--- src/rtl/sprite_draw_scheduler_pkg.sv ---
// ---------------------------------------------------------------------------
// sprite_pkg
// Shared constants and types for the sprite draw scheduler.
//   - Default sprite geometry, ROM addressing and screen limits
//   - Colour and coordinate widths of the VGA plot port
//   - FSM state encoding used by the scheduler
// ---------------------------------------------------------------------------
package sprite_pkg;

   // Default geometry; the top level exposes these as overridable parameters
   localparam int DEF_NUM_REQ      = 4;
   localparam int DEF_SPRITE_W     = 5;
   localparam int DEF_SPRITE_H     = 5;
   localparam int DEF_SPRITE_SEL_W = 2;
   localparam int DEF_ADDR_W       = 7;
   localparam int DEF_SCREEN_W     = 160;
   localparam int DEF_SCREEN_H     = 120;
   localparam int DEF_TRANSPARENT  = 1;

   // Widths of the VGA plot port
   localparam int COLOUR_W = 3;
   localparam int X_W      = 8;
   localparam int Y_W      = 7;

   // Scheduler states
   typedef enum logic [1:0] {
      IDLE,
      SCAN,
      DRAIN,
      ACK
   } state_t;

endpackage

--- src/rtl/sprite_draw_scheduler_rr_arbiter.sv ---
// ---------------------------------------------------------------------------
// rr_arbiter
// Combinational round-robin arbiter. Searches the request vector starting
// one position after the last served requester and wraps around.
// Ports:
//   i_req      - request vector
//   i_rrLast   - index of the requester served most recently
//   o_grant    - one-hot grant (all zero when nothing is requested)
//   o_grantIdx - encoded index of the granted requester
// ---------------------------------------------------------------------------
module rr_arbiter
   import sprite_pkg::*;
#(
   parameter int NUM_REQ = DEF_NUM_REQ,
   parameter int IDX_W   = 2
)(
   input  logic [NUM_REQ-1:0] i_req,
   input  logic [IDX_W-1:0]   i_rrLast,
   output logic [NUM_REQ-1:0] o_grant,
   output logic [IDX_W-1:0]   o_grantIdx
);

   logic             w_found;
   logic [IDX_W-1:0] w_idx;

   // Walk the requesters in priority order (rrLast+1, rrLast+2, ...) and
   // keep the first one that is asserting; the last-served slot is checked
   // last so nobody can be starved.
   always_comb begin
      o_grant    = '0;
      o_grantIdx = '0;
      w_found    = 1'b0;
      w_idx      = '0;
      for (int i = 1; i <= NUM_REQ; i++) begin
         w_idx = IDX_W'((int'(i_rrLast) + i) % NUM_REQ);
         if (!w_found && i_req[w_idx]) begin
            w_found        = 1'b1;
            o_grant[w_idx] = 1'b1;
            o_grantIdx     = w_idx;
         end
      end
   end

endmodule

--- src/rtl/sprite_draw_scheduler.sv ---
// ---------------------------------------------------------------------------
// sprite_draw_scheduler
// Shares one sprite ROM and the VGA plot port between several requesters.
// A round-robin winner has its position and sprite id latched, its sprite is
// raster-scanned out of the ROM and plotted one pixel per cycle, and the
// requester receives a one-cycle ack once the last pixel has been handled.
// Ports:
//   clock, reset      - system clock, synchronous active-low reset
//   i_req             - per-requester draw request, held until ack
//   i_reqX/Y/Sprite   - packed per-requester start position and sprite id
//   o_ack             - one-hot one-cycle pulse when the draw is finished
//   o_busy            - high whenever the scheduler is not idle
//   o_romAddr, i_romQ - sprite ROM port (data valid one cycle after address)
//   o_vgaX/Y/Colour   - plot coordinates and colour
//   o_vgaPlot         - plot strobe
// ---------------------------------------------------------------------------
module sprite_draw_scheduler
   import sprite_pkg::*;
#(
   parameter int NUM_REQ      = DEF_NUM_REQ,
   parameter int SPRITE_W     = DEF_SPRITE_W,
   parameter int SPRITE_H     = DEF_SPRITE_H,
   parameter int SPRITE_SEL_W = DEF_SPRITE_SEL_W,
   parameter int ADDR_W       = DEF_ADDR_W,
   parameter int SCREEN_W     = DEF_SCREEN_W,
   parameter int SCREEN_H     = DEF_SCREEN_H,
   parameter int TRANSPARENT  = DEF_TRANSPARENT
)(
   input  logic                             clock,
   input  logic                             reset,
   input  logic [NUM_REQ-1:0]               i_req,
   input  logic [NUM_REQ*X_W-1:0]           i_reqX,
   input  logic [NUM_REQ*Y_W-1:0]           i_reqY,
   input  logic [NUM_REQ*SPRITE_SEL_W-1:0]  i_reqSprite,
   output logic [NUM_REQ-1:0]               o_ack,
   output logic                             o_busy,
   output logic [ADDR_W-1:0]                o_romAddr,
   input  logic [COLOUR_W-1:0]              i_romQ,
   output logic [X_W-1:0]                   o_vgaX,
   output logic [Y_W-1:0]                   o_vgaY,
   output logic [COLOUR_W-1:0]              o_vgaColour,
   output logic                             o_vgaPlot
);

   localparam int IDX_W      = (NUM_REQ  > 1) ? $clog2(NUM_REQ)  : 1;
   localparam int COL_W      = (SPRITE_W > 1) ? $clog2(SPRITE_W) : 1;
   localparam int ROW_W      = (SPRITE_H > 1) ? $clog2(SPRITE_H) : 1;
   localparam int SPRITE_PIX = SPRITE_W * SPRITE_H;

   localparam logic [X_W:0]       SCREEN_X_LIM = (X_W + 1)'(SCREEN_W);
   localparam logic [Y_W:0]       SCREEN_Y_LIM = (Y_W + 1)'(SCREEN_H);
   localparam logic [COL_W-1:0]   LAST_COL     = COL_W'(SPRITE_W - 1);
   localparam logic [ROW_W-1:0]   LAST_ROW     = ROW_W'(SPRITE_H - 1);

   state_t                    r_state;
   state_t                    w_nextState;

   logic [IDX_W-1:0]          r_rrLast;
   logic [IDX_W-1:0]          r_grantIdx;
   logic [NUM_REQ-1:0]        r_grant;
   logic [X_W-1:0]            r_gx;
   logic [Y_W-1:0]            r_gy;
   logic [SPRITE_SEL_W-1:0]   r_gsel;
   logic [COL_W-1:0]          r_col;
   logic [ROW_W-1:0]          r_row;
   logic [X_W:0]              r_px;
   logic [Y_W:0]              r_py;
   logic                      r_pixValid;

   logic [NUM_REQ-1:0]        w_grant;
   logic [IDX_W-1:0]          w_grantIdx;
   logic                      w_anyReq;
   logic                      w_lastPix;
   logic [ADDR_W-1:0]         w_scanAddr;
   logic [X_W:0]              w_px;
   logic [Y_W:0]              w_py;
   logic                      w_inside;
   logic                      w_opaque;

   rr_arbiter #(
      .NUM_REQ (NUM_REQ),
      .IDX_W   (IDX_W)
   ) u_arbiter (
      .i_req      (i_req),
      .i_rrLast   (r_rrLast),
      .o_grant    (w_grant),
      .o_grantIdx (w_grantIdx)
   );

   assign w_anyReq   = |w_grant;
   assign w_lastPix  = (r_col == LAST_COL) && (r_row == LAST_ROW);
   assign w_scanAddr = ADDR_W'(int'(r_gsel) * SPRITE_PIX + int'(r_row) * SPRITE_W + int'(r_col));

   // Coordinates are widened by one bit so that pixels running off the right
   // or bottom edge are clipped instead of wrapping back onto the screen.
   assign w_px = {1'b0, r_gx} + (X_W + 1)'(r_col);
   assign w_py = {1'b0, r_gy} + (Y_W + 1)'(r_row);

   // The ROM answers one cycle after the address, so the plot decision uses
   // the coordinates registered alongside that address plus the fresh ROM data.
   assign w_inside    = (r_px < SCREEN_X_LIM) && (r_py < SCREEN_Y_LIM);
   assign w_opaque    = !((TRANSPARENT != 0) && (i_romQ == '0));
   assign o_vgaPlot   = r_pixValid && w_inside && w_opaque;
   assign o_vgaX      = r_px[X_W-1:0];
   assign o_vgaY      = r_py[Y_W-1:0];
   assign o_vgaColour = r_pixValid ? i_romQ : '0;

   // State register; reset drops any draw in flight without acking it.
   always_ff @(posedge clock) begin
      if (!reset) begin
         r_state <= IDLE;
      end else begin
         r_state <= w_nextState;
      end
   end

   // Next-state logic plus the state-decoded outputs. The ROM address is only
   // driven while scanning; DRAIN exists so the final pixel's ROM data can
   // still be plotted before the ack goes out.
   always_comb begin
      w_nextState = r_state;
      o_busy      = 1'b1;
      o_ack       = '0;
      o_romAddr   = '0;
      unique case (r_state)
         IDLE: begin
            o_busy = 1'b0;
            if (w_anyReq) begin
               w_nextState = SCAN;
            end
         end
         SCAN: begin
            o_romAddr = w_scanAddr;
            if (w_lastPix) begin
               w_nextState = DRAIN;
            end
         end
         DRAIN: begin
            w_nextState = ACK;
         end
         ACK: begin
            o_ack       = r_grant;
            w_nextState = IDLE;
         end
         default: begin
            w_nextState = IDLE;
         end
      endcase
   end

   // Datapath: latch the winner's request on grant, step the raster counters
   // while scanning, pipeline pixel coordinates to line up with the ROM data,
   // and move the round-robin pointer once the draw has been acknowledged.
   always_ff @(posedge clock) begin
      if (!reset) begin
         r_rrLast   <= IDX_W'(NUM_REQ - 1);
         r_grantIdx <= '0;
         r_grant    <= '0;
         r_gx       <= '0;
         r_gy       <= '0;
         r_gsel     <= '0;
         r_col      <= '0;
         r_row      <= '0;
         r_px       <= '0;
         r_py       <= '0;
         r_pixValid <= 1'b0;
      end else begin
         r_pixValid <= (r_state == SCAN);
         if (r_state == IDLE && w_anyReq) begin
            r_grantIdx <= w_grantIdx;
            r_grant    <= w_grant;
            r_gx       <= i_reqX[int'(w_grantIdx) * X_W +: X_W];
            r_gy       <= i_reqY[int'(w_grantIdx) * Y_W +: Y_W];
            r_gsel     <= i_reqSprite[int'(w_grantIdx) * SPRITE_SEL_W +: SPRITE_SEL_W];
            r_col      <= '0;
            r_row      <= '0;
         end
         if (r_state == SCAN) begin
            r_px <= w_px;
            r_py <= w_py;
            if (r_col == LAST_COL) begin
               r_col <= '0;
               r_row <= r_row + 1'b1;
            end else begin
               r_col <= r_col + 1'b1;
            end
         end
         if (r_state == ACK) begin
            r_rrLast <= r_grantIdx;
         end
      end
   end

endmodule

--- config.mk ---
export PLATFORM = sky130hd
export DESIGN_NAME = sprite_draw_scheduler
export DESIGN_NICKNAME = d
export VERILOG_FILES = /design/src/rtl/sprite_draw_scheduler_pkg.sv /design/src/rtl/sprite_draw_scheduler_rr_arbiter.sv /design/src/rtl/sprite_draw_scheduler.sv
export SDC_FILE = /design/constraint.sdc
export NUM_CORES = 1
export LEC_CHECK = 0
export ABC_AREA = 1
export BUFFER_PORTS_ARGS = -buffer_cell sky130_fd_sc_hd__buf_2
export CORE_MARGIN = 5
export CORE_UTILIZATION = 54
export CTS_CLUSTER_SIZE = 30
export DETAILED_ROUTE_END_ITERATION = 8
export GPL_ROUTABILITY_DRIVEN = 0
export PLACE_DENSITY = 0.78
export RECOVER_POWER = 50
export SYNTH_ARGS = -nofsm -noshare
export SYNTH_HDL_FRONTEND = slang
export SYNTH_SLANG_ARGS = --single-unit
--- constraint.sdc ---
create_clock -name clock -period 4.15 [get_ports clock]
set_clock_uncertainty 0.2 [all_clocks]
set_input_delay 0.2075 -clock clock [delete_from_list [all_inputs] [get_ports clock]]
set_output_delay 0.2075 -clock clock [all_outputs]
set_load 0.05 [all_outputs]
# After elaboration in Yosys (flattened, before gate mapping)
# Cells that the tools add are included.
[totals] reg_bits=51 inputBits=77 wordCells=109
[classes] n_addsub=10 multipliers=3 order_cmp=10 eq_ne=7 n_shift=3 mux=40 n_bitwise=3 n_reduce_logical=21
[ops] operator="$shiftx A32 B6 Y8" count=1
[ops] operator="$shiftx A28 B6 Y7" count=1
[ops] operator="$mux W3" count=7
[ops] operator="$mux W4" count=5
[ops] operator="$logic_and A1 B1 Y1" count=12
[ops] operator="$lt A2 B3 Y1 const B" count=4
[ops] operator="$mux W1" count=12
[ops] operator="$mux W2" count=6
[ops] operator="$or A4 B4 Y4" count=3
[ops] operator="$add A8 B3 Y9" count=1
[ops] operator="$lt A9 B8 Y1 const B" count=1
[ops] operator="$add A7 B3 Y8" count=1
[ops] operator="$bmux W1 S2" count=4
[ops] operator="$demux W1 S2" count=4
[ops] operator="$ge A2 B1 Y1 const B" count=4
[ops] operator="$lt A8 B7 Y1 const B" count=1
[ops] operator="$pmux W2 S4" count=1
[ops] operator="$shiftx A8 B4 Y2" count=1
[ops] operator="$add A7 B3 Y7" count=1
[ops] operator="$add A7 B6 Y7" count=1
[ops] operator="$mul A2 B5 Y7 const B" count=1
[ops] operator="$mux W7" count=1
[ops] operator="$add A3 B1 Y3 const B" count=2
[ops] operator="$eq A3 B3 Y1 const B" count=2
[ops] operator="other kinds (13)" count=20

# Longest topological paths before layout
# Gate-level depths: netlist of run 1.
[logic_depth] depth_word=18 ltp_mapped=15 mapped_depth_nobuf=15

# Modules after synthesis
# From an unflattened synthesis of run 1, not the netlist that was laid out.
[unflattened] cells_unflattened=636 hier_area_um2=4145.2
[modules_own_cells] mod="sprite_draw_scheduler" instances=1 cells_per_inst=561 area_per_inst_um2=3671.0 seq_area_each_um2=1021.0
[modules_own_cells] mod="rr_arbiter" instances=1 cells_per_inst=75 area_per_inst_um2=474.2 seq_area_each_um2=0.0

# Worst setup path before layout of run 1
# No wires, ideal clock.
[synth_path] kind="register -> output" startpoint="register r_row[2]" endpoint="output o_romAddr[6]" arrival_time_ns=3.326 t_required_ns=3.743 setup_slack_ns=0.416 stages_incl_launch_ff=15 path_cell_list="dfxtp_1 > ha_1 > ha_1 > inv_1 > fa_1 > inv_1 > ha_1 > fa_1 > nand2_1 > inv_1 > nor2_1 > nor2_1 > nor2_1 > o21ai_0 > a21oi_1"
[synth_between] elab_chain_len=4
[synth_rtl] item="from (decl)" line="sprite_draw_scheduler.sv:65" source="logic [ROW_W-1:0] r_row;"
[synth_rtl] item="from (signal assigned)" line="sprite_draw_scheduler.sv:183" source="r_row <= r_row + 1'b1;"
[synth_rtl] item="$mul A3 B3 Y6" line="sprite_draw_scheduler.sv:92" source="assign w_scanAddr = ADDR_W'(int'(r_gsel) * SPRITE_PIX + int'(r_row) * SPRITE_W + int'(r_col));"
[synth_rtl] item="$add A7 B6 Y7" line="sprite_draw_scheduler.sv:92"
[synth_rtl] item="$add A7 B3 Y7" line="sprite_draw_scheduler.sv:92"
[synth_rtl] item="$mux W7" line="sprite_draw_scheduler.sv:125" source="unique case (r_state)"
[synth_rtl] item="to (decl)" line="sprite_draw_scheduler.sv:37" source="output logic [ADDR_W-1:0] o_romAddr,"
# Every way passes these cells.

# Final worst setup path of run 1
# Same ends and word-level chain as after synthesis.

==> results of run 1 <==
==> metal layers <==
layer  vias to the layer above  share of wire [%]
li1                       2093                  -
met3                        12                5.6
met5                         -                  0
met1                      1700                 48
met2                       111                 45
met4                         0                1.5
==> cell type report <==
| type | count | area, µm² | share of cell area, % |
|---|---|---|---|
| sequential | 51 | 1020 | 21.9 |
| clock inverter | 1 | 8.76 | 0.188 |
| clock buffer | 6 | 82.6 | 1.77 |
| inverter | 96 | 363 | 7.79 |
| tap | 102 | 128 | 2.74 |
| multi-input combinational | 438 | 2550 | 54.7 |
| timing repair buffer | 108 | 508 | 10.9 |
==> kinds of logic (layout without fill, tap and decap cells) <==
group | after synthesis | in the layout | share of synthesized area [%]
fa+ha+maj | 43 | 43 | 14.0
buf+inv | 134 | 211 | 14.6
simple gates | 292 | 292 | 31.1
compound gates | 92 | 92 | 13.6
xor+xnor | 11 | 11 | 2.31
flops | 51 | 51 | 24.4
==> critical path: cells and delay by family (launching register included) <==
| kind | cells | cell delay, ns |
|---|---|---|
| buffers and inverters | 4 | 0.42 |
| AND/OR/NAND/NOR | 4 | 0.30 |
| AO/OA/AOI/OAI | 2 | 0.26 |
| adder cells (fa/ha/maj) | 5 | 1.69 |
| flip-flops | 1 | 0.53 |
==> stage by stage <==
step	hold slack, ns	area, µm²	util, %
after detailed placement	0.258	4600	60.2
after floorplan	0.124	4180	-
after global routing	0.0945	4660	60.9
after CTS	0.0724	4690	61.4
final	0.0732	4660	60.9
after global placement	0.251	4600	60.2
==> cell usage after synthesis <==
cell type,n,share of area [%]
nand2_2,8,1.2
nand2_8,1,0.48
a21boi_1,1,0.18
dfxtp_1,51,24
nor2_2,4,0.60
inv_1,91,8.2
ha_1,37,11
xnor2_1,2,0.42
o21bai_1,1,0.18
nand3_2,7,1.7
nor2_4,1,0.27
nor3_1,4,0.48
nand4_1,6,0.90
nand2_1,147,13
buf_4,17,3.1
a31oi_1,2,0.30
fa_1,6,2.9
clkbuf_1,9,0.81
o21ai_0,25,3.0
o211ai_1,17,3.1
a21oi_2,2,0.42
nand2_4,3,0.81
o211ai_4,1,0.51
xor2_1,9,1.9
nand3b_1,1,0.18
buf_2,8,0.96
a21boi_0,3,0.54
a21oi_1,29,3.5
inv_2,4,0.36
buf_6,4,1.1
nor2_1,70,6.3
a21o_1,10,1.8
or2_0,8,1.2
nand3_1,32,3.8
o21a_1,1,0.18
inv_4,1,0.15
==> flip-flops by register name, indices dropped and copies added, names as in the netlist <==
register	cells
r_rrLast	2
r_gsel	2
r_pixValid	1
r_grant	4
r_col	3
r_gx	8
r_state	2
r_row	3
r_grantIdx	2
r_gy	7
r_px	9
r_py	8
==> path summary, 6_finish.rpt <==
kind / endpoint / slack [ns] / cells past startpoint
setup / recovery: o_romAddr[6] / 0.25 / 15
setup reg to reg: r_gy[1]$_SDFFE_PN0P_ / 1.06 / 12
hold / removal: r_gy[3]$_SDFFE_PN0P_ / 0.07 / 5
hold reg to reg: r_grant[3]$_SDFFE_PN0P_ / 0.27 / 2
==> power breakdown <==
| part | total [mW] | internal (mW) | switching (mW) |
|---|---|---|---|
| registers | 0.753 | 0.639 | 0.114 |
| clock network | 0.300 | 0.135 | 0.165 |
| logic | 1.81 | 0.543 | 1.26 |
| total | 2.86 | 1.32 | 1.54 |
==> metrics.md, run 1 <==
| Metric | Value |
|---|---|
| # diodes | `0` |
| Starting density of the core | `54.6%` |
| Commonest non-fill, non-tap cell in the layout | `nand2_1` |
| GR Util met3 | `2.93%` |
| First-pass GRT wire length | `16.5 mm` |
| Initial antenna violation count | `0` |
| Hold buffers post-CTS | `0` |
| Max stage delay on crit path | `0.53 ns` |
| Mapped Area | `0.00418 mm²` |
| Met1 usage | `26.6%` |
| Core area | `0.00765 mm²` |
| Final Hold Fails | `0` |
| First-pass DRT Iterations | `4` |
| Die width | `98.0 µm` |
| RSZ-0062 raised after global routing | `no` |
| Min-delay src | `i_reqY[10]` |
| Sum of negative setup slack | `0 ns` |
| Leak | `2.51 nW` |
| Dpl hpwl | `7.64 mm` |
| # IOs | `108` |
| CP Data Required Time | `3.74 ns` |
| Die ar. | `0.00960 mm²` |
| Largest net degree at the start of global routing | `61` |
| Post CTS Setup Buffer Count | `0` |
| Sequential-to-total area share from yosys stat | `24.4%` |
| Max-cap violations | `0` |
| WS Path Type | `register to primary output` |
| Syn nets | `743` |
| Die height | `98.0 µm` |
| Fin crit period | `3.90 ns` |
| Slew Limit Fails | `0` |
| Final cycle utilization of the critical path | `94.0%` |
| Post-route ant nets | `0` |
| Netlist cell types | `36` |
| Met2 Use GR | `34.0%` |
| Worst path slowest cell | `dfxtp_1` |
| DP Cell Count | `795` |
| Worst Hold Class | `input port to register` |
| Vias/cell | `4.88` |
| Wirelength per Cell | `12.0 µm` |
| Most Used Layer, Global Route | `met2` |
| Critical path data arrival time | `3.50 ns` |
| Crit-path cells | `ha_1 > ha_1 > inv_1 > fa_1 > inv_1 > ha_1 > fa_1 > nand2_1 > inv_1 > nor2_1 > nor2_1 > nor2_1 > o21ai_0 > a21oi_1 > buf_2` |
| Worst Max-Slew Pin Slew | `1.36 ns` |
| Max VDD drop | `0.000318 V` |
| Most frequent cells in the layout | `nand2_1 (147), inv_1 (91), buf_2 (82)` |
| CTS max path bufs | `2` |
| Power Total | `2.86 mW` |
| Final setup violating endpoints | `0` |
| Worst-skew pair later-pin latency | `0.30 ns` |
| Routed WL | `9.66 mm` |
| Highest clock rate | `256 MHz` |
| Setup ws final | `0.247 ns` |
| Yosys Warn Count | `0` |
| FF+latch count, synth | `51` |
| Row cnt | `32` |
| Initial DRC Count | `153` |
| Vias | `3916` |
| Final std cells w/o fill | `802` |
| Share of layout cells above drive strength 1 | `17.3%` |
| Global-route usage over all layers | `19.9%` |
| Nets | `820` |
| Crit-path max FO | `8` |
| Outcome | `finished, final reports clean` |
| CP endpoint kind | `primary output` |
| Area growth syn-to-layout | `11.5%` |
| DRC viols | `0` |
| PostCTS Resize Cnt | `0` |
| Number of buffers created by CTS | `5` |
| Worst slack, placed | `0.626 ns` |
| Syn avg cell area | `6.71 µm²` |
| Post-Synthesis Cells | `623` |
| Clock root cell | `clkbuf_8` |
| H-tree depth | `2` |
| Clk slew on worst S/H paths | `0.10 ns` |
| CTS tree | `yes` |
| Rel. slew slack | `9.36%` |
| Clock sink total | `51` |
| Filler cells | `743` |
| Vias in the first global route | `3822` |
| # port buffers | `107` |
| GRT overflow | `0` |
| PwrDens | `613 mW/mm²` |
| Worst flop-to-flop path startpoint | `r_rrLast[0]$_SDFFE_PN1N_` |
| CP startpoint | `r_row[2]$_SDFF_PN0_` |
| CP Launch Type | `register` |
Power figures use the tool's default switching activity.
==> run 2: changes to the inputs <==
ABC_AREA = unset   (was 1)
PLACE_DENSITY = 0.79   (was 0.78)
==> run 2 against run 1 <==
Compared with the run above:
- synthesized area shrank 2.7%
- largest power group unchanged
- flip-flop and latch count is the same
- largest cell class unchanged
- register-to-register slack got worse by 0.59 ns
==> metrics.md, run 2 <==
| Metric | Value |
|---|---|
| Outcome | `finished, final reports clean (unchanged)` |
| Initial DRC Count | `229 (was 153)` |
| Final Hold Fails | `0 (unchanged)` |
| Mapped Area | `0.00407 mm² (was 0.00418 mm²)` |
| Post-DP Area | `0.00447 mm² (was 0.00460 mm²)` |
| Routed WL | `9.23 mm (was 9.66 mm)` |
| GR Util met3 | `3.17% (was 2.93%)` |
| Ranking of synthesized cells by area | `dfxtp_1 (25%), ha_1 (11%), mux2i_1 (11%) (was dfxtp_1 (24%), nand2_1 (13%), ha_1 (11%))` |
| CP endpoint kind | `primary output (unchanged)` |
| Dpl hpwl | `7.09 mm (was 7.64 mm)` |
| Rel. slew slack | `20.1% (was 9.36%)` |
| Vias | `3392 (was 3916)` |
| CTS tree | `yes (unchanged)` |
| PwrDens | `568 mW/mm² (was 613 mW/mm²)` |
| Setup ws final | `0.269 ns (was 0.247 ns)` |
| # IOs | `108 (unchanged)` |
| Syn avg cell area | `9.31 µm² (was 6.71 µm²)` |
| Initial antenna violation count | `0 (unchanged)` |
| CP startpoint | `r_row[2]$_SDFF_PN0_ (unchanged)` |
| Clk slew on worst S/H paths | `0.10 ns (about the same)` |
| Int Power | `1.36 mW (was 1.32 mW)` |
| Final cycle utilization of the critical path | `93.5% (was 94.0%)` |
| Worst flop-to-flop path startpoint | `r_rrLast[1]$_SDFFE_PN1N_ (was r_rrLast[0]$_SDFFE_PN1N_)` |
| Row cnt | `31 (was 32)` |
| Crit-path max FO | `7 (was 8)` |
| Core area | `0.00729 mm² (was 0.00765 mm²)` |
| Syn nets | `557 (was 743)` |
| First-pass GRT wire length | `15.5 mm (was 16.5 mm)` |
| Design area | `0.00456 mm² (was 0.00466 mm²)` |
| Combinational share of power | `55.0% (was 63.2%)` |
| Reg2Reg Depth | `8 (was 12)` |
| Worst-skew pair later-pin latency | `0.31 ns (was 0.30 ns)` |
| Biggest registers after layout | `r_px x9, r_gx x8, r_py x8 (unchanged)` |
| Die width | `96.8 µm (was 98.0 µm)` |
| Max stage delay on crit path | `0.54 ns (was 0.53 ns)` |
| EDFF count, synth | `0 (unchanged)` |
| Most frequent cells in the layout | `buf_2 (84), dfxtp_1 (51), mux2i_1 (43) (was nand2_1 (147), inv_1 (91), buf_2 (82))` |
| Leak | `2.14 nW (was 2.51 nW)` |
| CP Launch Type | `register (unchanged)` |
| Post-Synthesis Cells | `437 (was 623)` |
| Critical path data arrival time | `3.47 ns (was 3.50 ns)` |
| Sw power | `1.23 mW (was 1.54 mW)` |
| Worst Max-Slew Pin Slew | `1.18 ns (was 1.36 ns)` |
| Slew Limit Fails | `0 (unchanged)` |
| Max-cap violations | `0 (unchanged)` |
| Share of layout cells above drive strength 1 | `25.4% (was 17.3%)` |
| GRT overflow | `0 (unchanged)` |
| Vias in the first global route | `3308 (was 3822)` |
| Register share of total power | `31.2% (was 26.3%)` |
| Worst Path Buf+Inv | `3 (was 4)` |
| Utilization after layout | `62.5% (was 60.9%)` |
| Starting density of the core | `55.8% (was 54.6%)` |
| Clock root cell | `clkbuf_8 (unchanged)` |
| Largest net degree at the start of global routing | `36 (was 61)` |
| Primary FF master, synth | `dfxtp_1 (unchanged)` |
| Vias/cell | `5.55 (was 4.88)` |
| Wirelength per Cell | `15.1 µm (was 12.0 µm)` |
| Nets | `631 (was 820)` |
| Number of buffers created by CTS | `5 (unchanged)` |
| FF+latch count, synth | `51 (unchanged)` |
| Count leader, synth | `dfxtp_1 (was nand2_1)` |
| Yosys Warn Count | `0 (unchanged)` |
| Global-route usage over all layers | `19.2% (was 19.9%)` |
| DP Cell Count | `603 (was 795)` |
| Area growth syn-to-layout | `12.1% (was 11.5%)` |
| Met1 usage | `26.9% (was 26.6%)` |
| Reg2Reg Capture Point | `r_row[2]$_SDFF_PN0_ (was r_gy[1]$_SDFFE_PN0P_)` |
| Commonest cells in the netlist | `dfxtp_1 (51), mux2i_1 (43), ha_1 (37), nor2_1 (28) (was nand2_1 (147), inv_1 (91), nor2_1 (70), dfxtp_1 (51), ha_1 (37))` |
| WS Path Type | `register to primary output (unchanged)` |
| CP Data Required Time | `3.74 ns (about the same)` |
| Clock share of power | `13.8% (was 10.5%)` |
| Crit-path cells | `ha_1 > ha_1 > inv_1 > fa_1 > inv_1 > ha_1 > fa_1 > a21o_1 > a21oi_1 > xor2_1 > and2_1 > buf_2 (was ha_1 > ha_1 > inv_1 > fa_1 > inv_1 > ha_1 > fa_1 > nand2_1 > inv_1 > nor2_1 > nor2_1 > nor2_1 > o21ai_0 > a21oi_1 > buf_2)` |
| Compound-gate portion of the synthesized area | `17.5% (was 13.6%)` |
| Reg2reg setup slack | `0.47 ns (was 1.06 ns)` |
| DRC viols | `0 (unchanged)` |
| CTS max path bufs | `2 (unchanged)` |
| Synth Area in XOR/XNOR | `3.23% (was 2.31%)` |
| Delay-heaviest family, CP | `adder cells (unchanged)` |
| Final setup violating endpoints | `0 (unchanged)` |
| First-pass DRT Iterations | `4 (unchanged)` |
| Die height | `96.8 µm (was 98.0 µm)` |
| Clock sink total | `51 (unchanged)` |
| Sequential-to-total area share from yosys stat | `25.1% (was 24.4%)` |
| Max VDD drop | `0.000265 V (was 0.000318 V)` |
| Most flops, register | `r_px (unchanged)` |
| Hold_ws | `0.147 ns (was 0.0732 ns)` |
| Final std cells w/o fill | `611 (was 802)` |
| Netlist cell types | `55 (was 36)` |
| Die ar. | `0.00937 mm² (was 0.00960 mm²)` |
| Post CTS Setup Buffer Count | `0 (unchanged)` |
| Post-route ant nets | `0 (unchanged)` |
| Logic depth of the worst path, buffers included | `12 (was 15)` |
| Worst path slowest cell | `fa_1 (was dfxtp_1)` |
| Power Total | `2.59 mW (was 2.86 mW)` |
| Fin crit period | `3.88 ns (was 3.90 ns)` |
| Post-synth ARST share | `0% (unchanged)` |
| Area leader, netlist | `dfxtp_1 (unchanged)` |
| Crit path to | `o_romAddr[6] (unchanged)` |
| Worst slack, placed | `0.455 ns (was 0.626 ns)` |
| Most Used Layer, Global Route | `met2 (unchanged)` |
| Commonest non-fill, non-tap cell in the layout | `buf_2 (was nand2_1)` |
| Worst Hold Class | `input port to register (unchanged)` |
| Max reg flops | `9 (unchanged)` |
| # port buffers | `107 (unchanged)` |
| Mux cell area share after synthesis | `17.8% (was 0%)` |
| Met2 Use GR | `30.7% (was 34.0%)` |
| Hold buffers post-CTS | `0 (unchanged)` |
| RSZ-0062 raised after global routing | `no (unchanged)` |
| Synth Area in Adders | `14.3% (was 14.0%)` |
| Worst path most repeated cell | `ha_1` |
| Simple-gate share of the synthesized area | `12.8% (was 31.1%)` |
| Sum of negative setup slack | `0 ns (unchanged)` |
| Hold path depth | `4 (was 5)` |
| PostCTS Resize Cnt | `0 (unchanged)` |
| # diodes | `0 (unchanged)` |
| Filler cells | `663 (was 743)` |
| Share of the synthesized area in the top cell type | `25.1% (was 24.4%)` |
| Highest clock rate | `258 MHz (was 256 MHz)` |
| Sw frac | `47.5% (was 53.9%)` |
| Largest family of logic cells by synthesized area | `multiplexers (was simple AND/OR/NAND/NOR gates)` |
| H-tree depth | `2 (unchanged)` |
==> run 2: changes by cell type after synthesis, sizes merged, moves of 7 or more <==
cell and delta:
o31ai +18, a211oi +13, nor2 -47, xnor2 +7, and2 +14, or2 -8, nand2 -135, inv -73
a21oi -20, nand3 -33, mux2i +43, o21ai -18, mux2 +20
==> run 2: per-layer routing <==
layer  vias to the layer above  share of wire [%]
met5                         -                  0
met4                         0                1.2
met1                      1549                 48
li1                       1712                  -
met2                       118                 45
met3                        13                6.2
==> run 2: power groups by stage <==
| stage | Sequential (mW) | Clock, mW | Combinational (mW) |
|---|---|---|---|
| detailed placement | 0.810 | 0 | 1.43 |
| floorplan | 0.762 | 0 | 1.25 |
| CTS | 0.801 | 0.361 | 1.44 |
| global placement | 0.804 | 0 | 1.39 |
| global route | 0.830 | 0.382 | 1.55 |
| finish | 0.807 | 0.358 | 1.42 |
==> run 2: cell type report <==
type,instances,area (µm²),share of cell area [%]
Multi-Input combinational cell,318,2670,58.6
Clock inverter,3,47.5,1.04
Inverter,23,86.3,1.89
Sequential cell,51,1020,22.4
Timing Repair Buffer,112,541,11.9
Tap cell,99,124,2.72
Clock buffer,5,68.8,1.51
==> run 2: worst min path at each step <==
stage | slack, ns | to | start
final | 0.15 | r_gy[1]$_SDFFE_PN0P_ | i_reqY[15]
after global routing | 0.16 | r_gy[6]$_SDFFE_PN0P_ | i_reqY[20]
after CTS | 0.15 | r_gy[1]$_SDFFE_PN0P_ | i_reqY[15]
after detailed placement | 0.26 | r_grantIdx[1]$_SDFFE_PN0P_ | r_grantIdx[1]$_SDFFE_PN0P_
after global placement | 0.25 | r_grantIdx[1]$_SDFFE_PN0P_ | r_grantIdx[1]$_SDFFE_PN0P_
after floorplan | 0.24 | r_grantIdx[1]$_SDFFE_PN0P_ | r_grantIdx[1]$_SDFFE_PN0P_
==> run 2: kinds of logic (layout without fill, tap and decap cells) <==
family | after synthesis | count (layout)
and+or+nand+nor | 101 | 101
AOI/OAI and AO/OA | 93 | 93
buffers and inverters | 68 | 143
muxes | 66 | 66
DFF | 51 | 51
adders and majority gates | 43 | 43
xor gates and xnor gates | 15 | 15
==> run 2: worst register-to-register path: cells and delay by family, from the launching register on <==
family / cells / cell delay [ns]
buffers and inverters: 1 / 0.20
flip-flops: 1 / 0.57
AO/OA/AOI/OAI: 3 / 1.40
AND/OR/NAND/NOR: 2 / 0.30
adder cells (fa/ha/maj): 1 / 0.44
multiplexers: 1 / 0.45
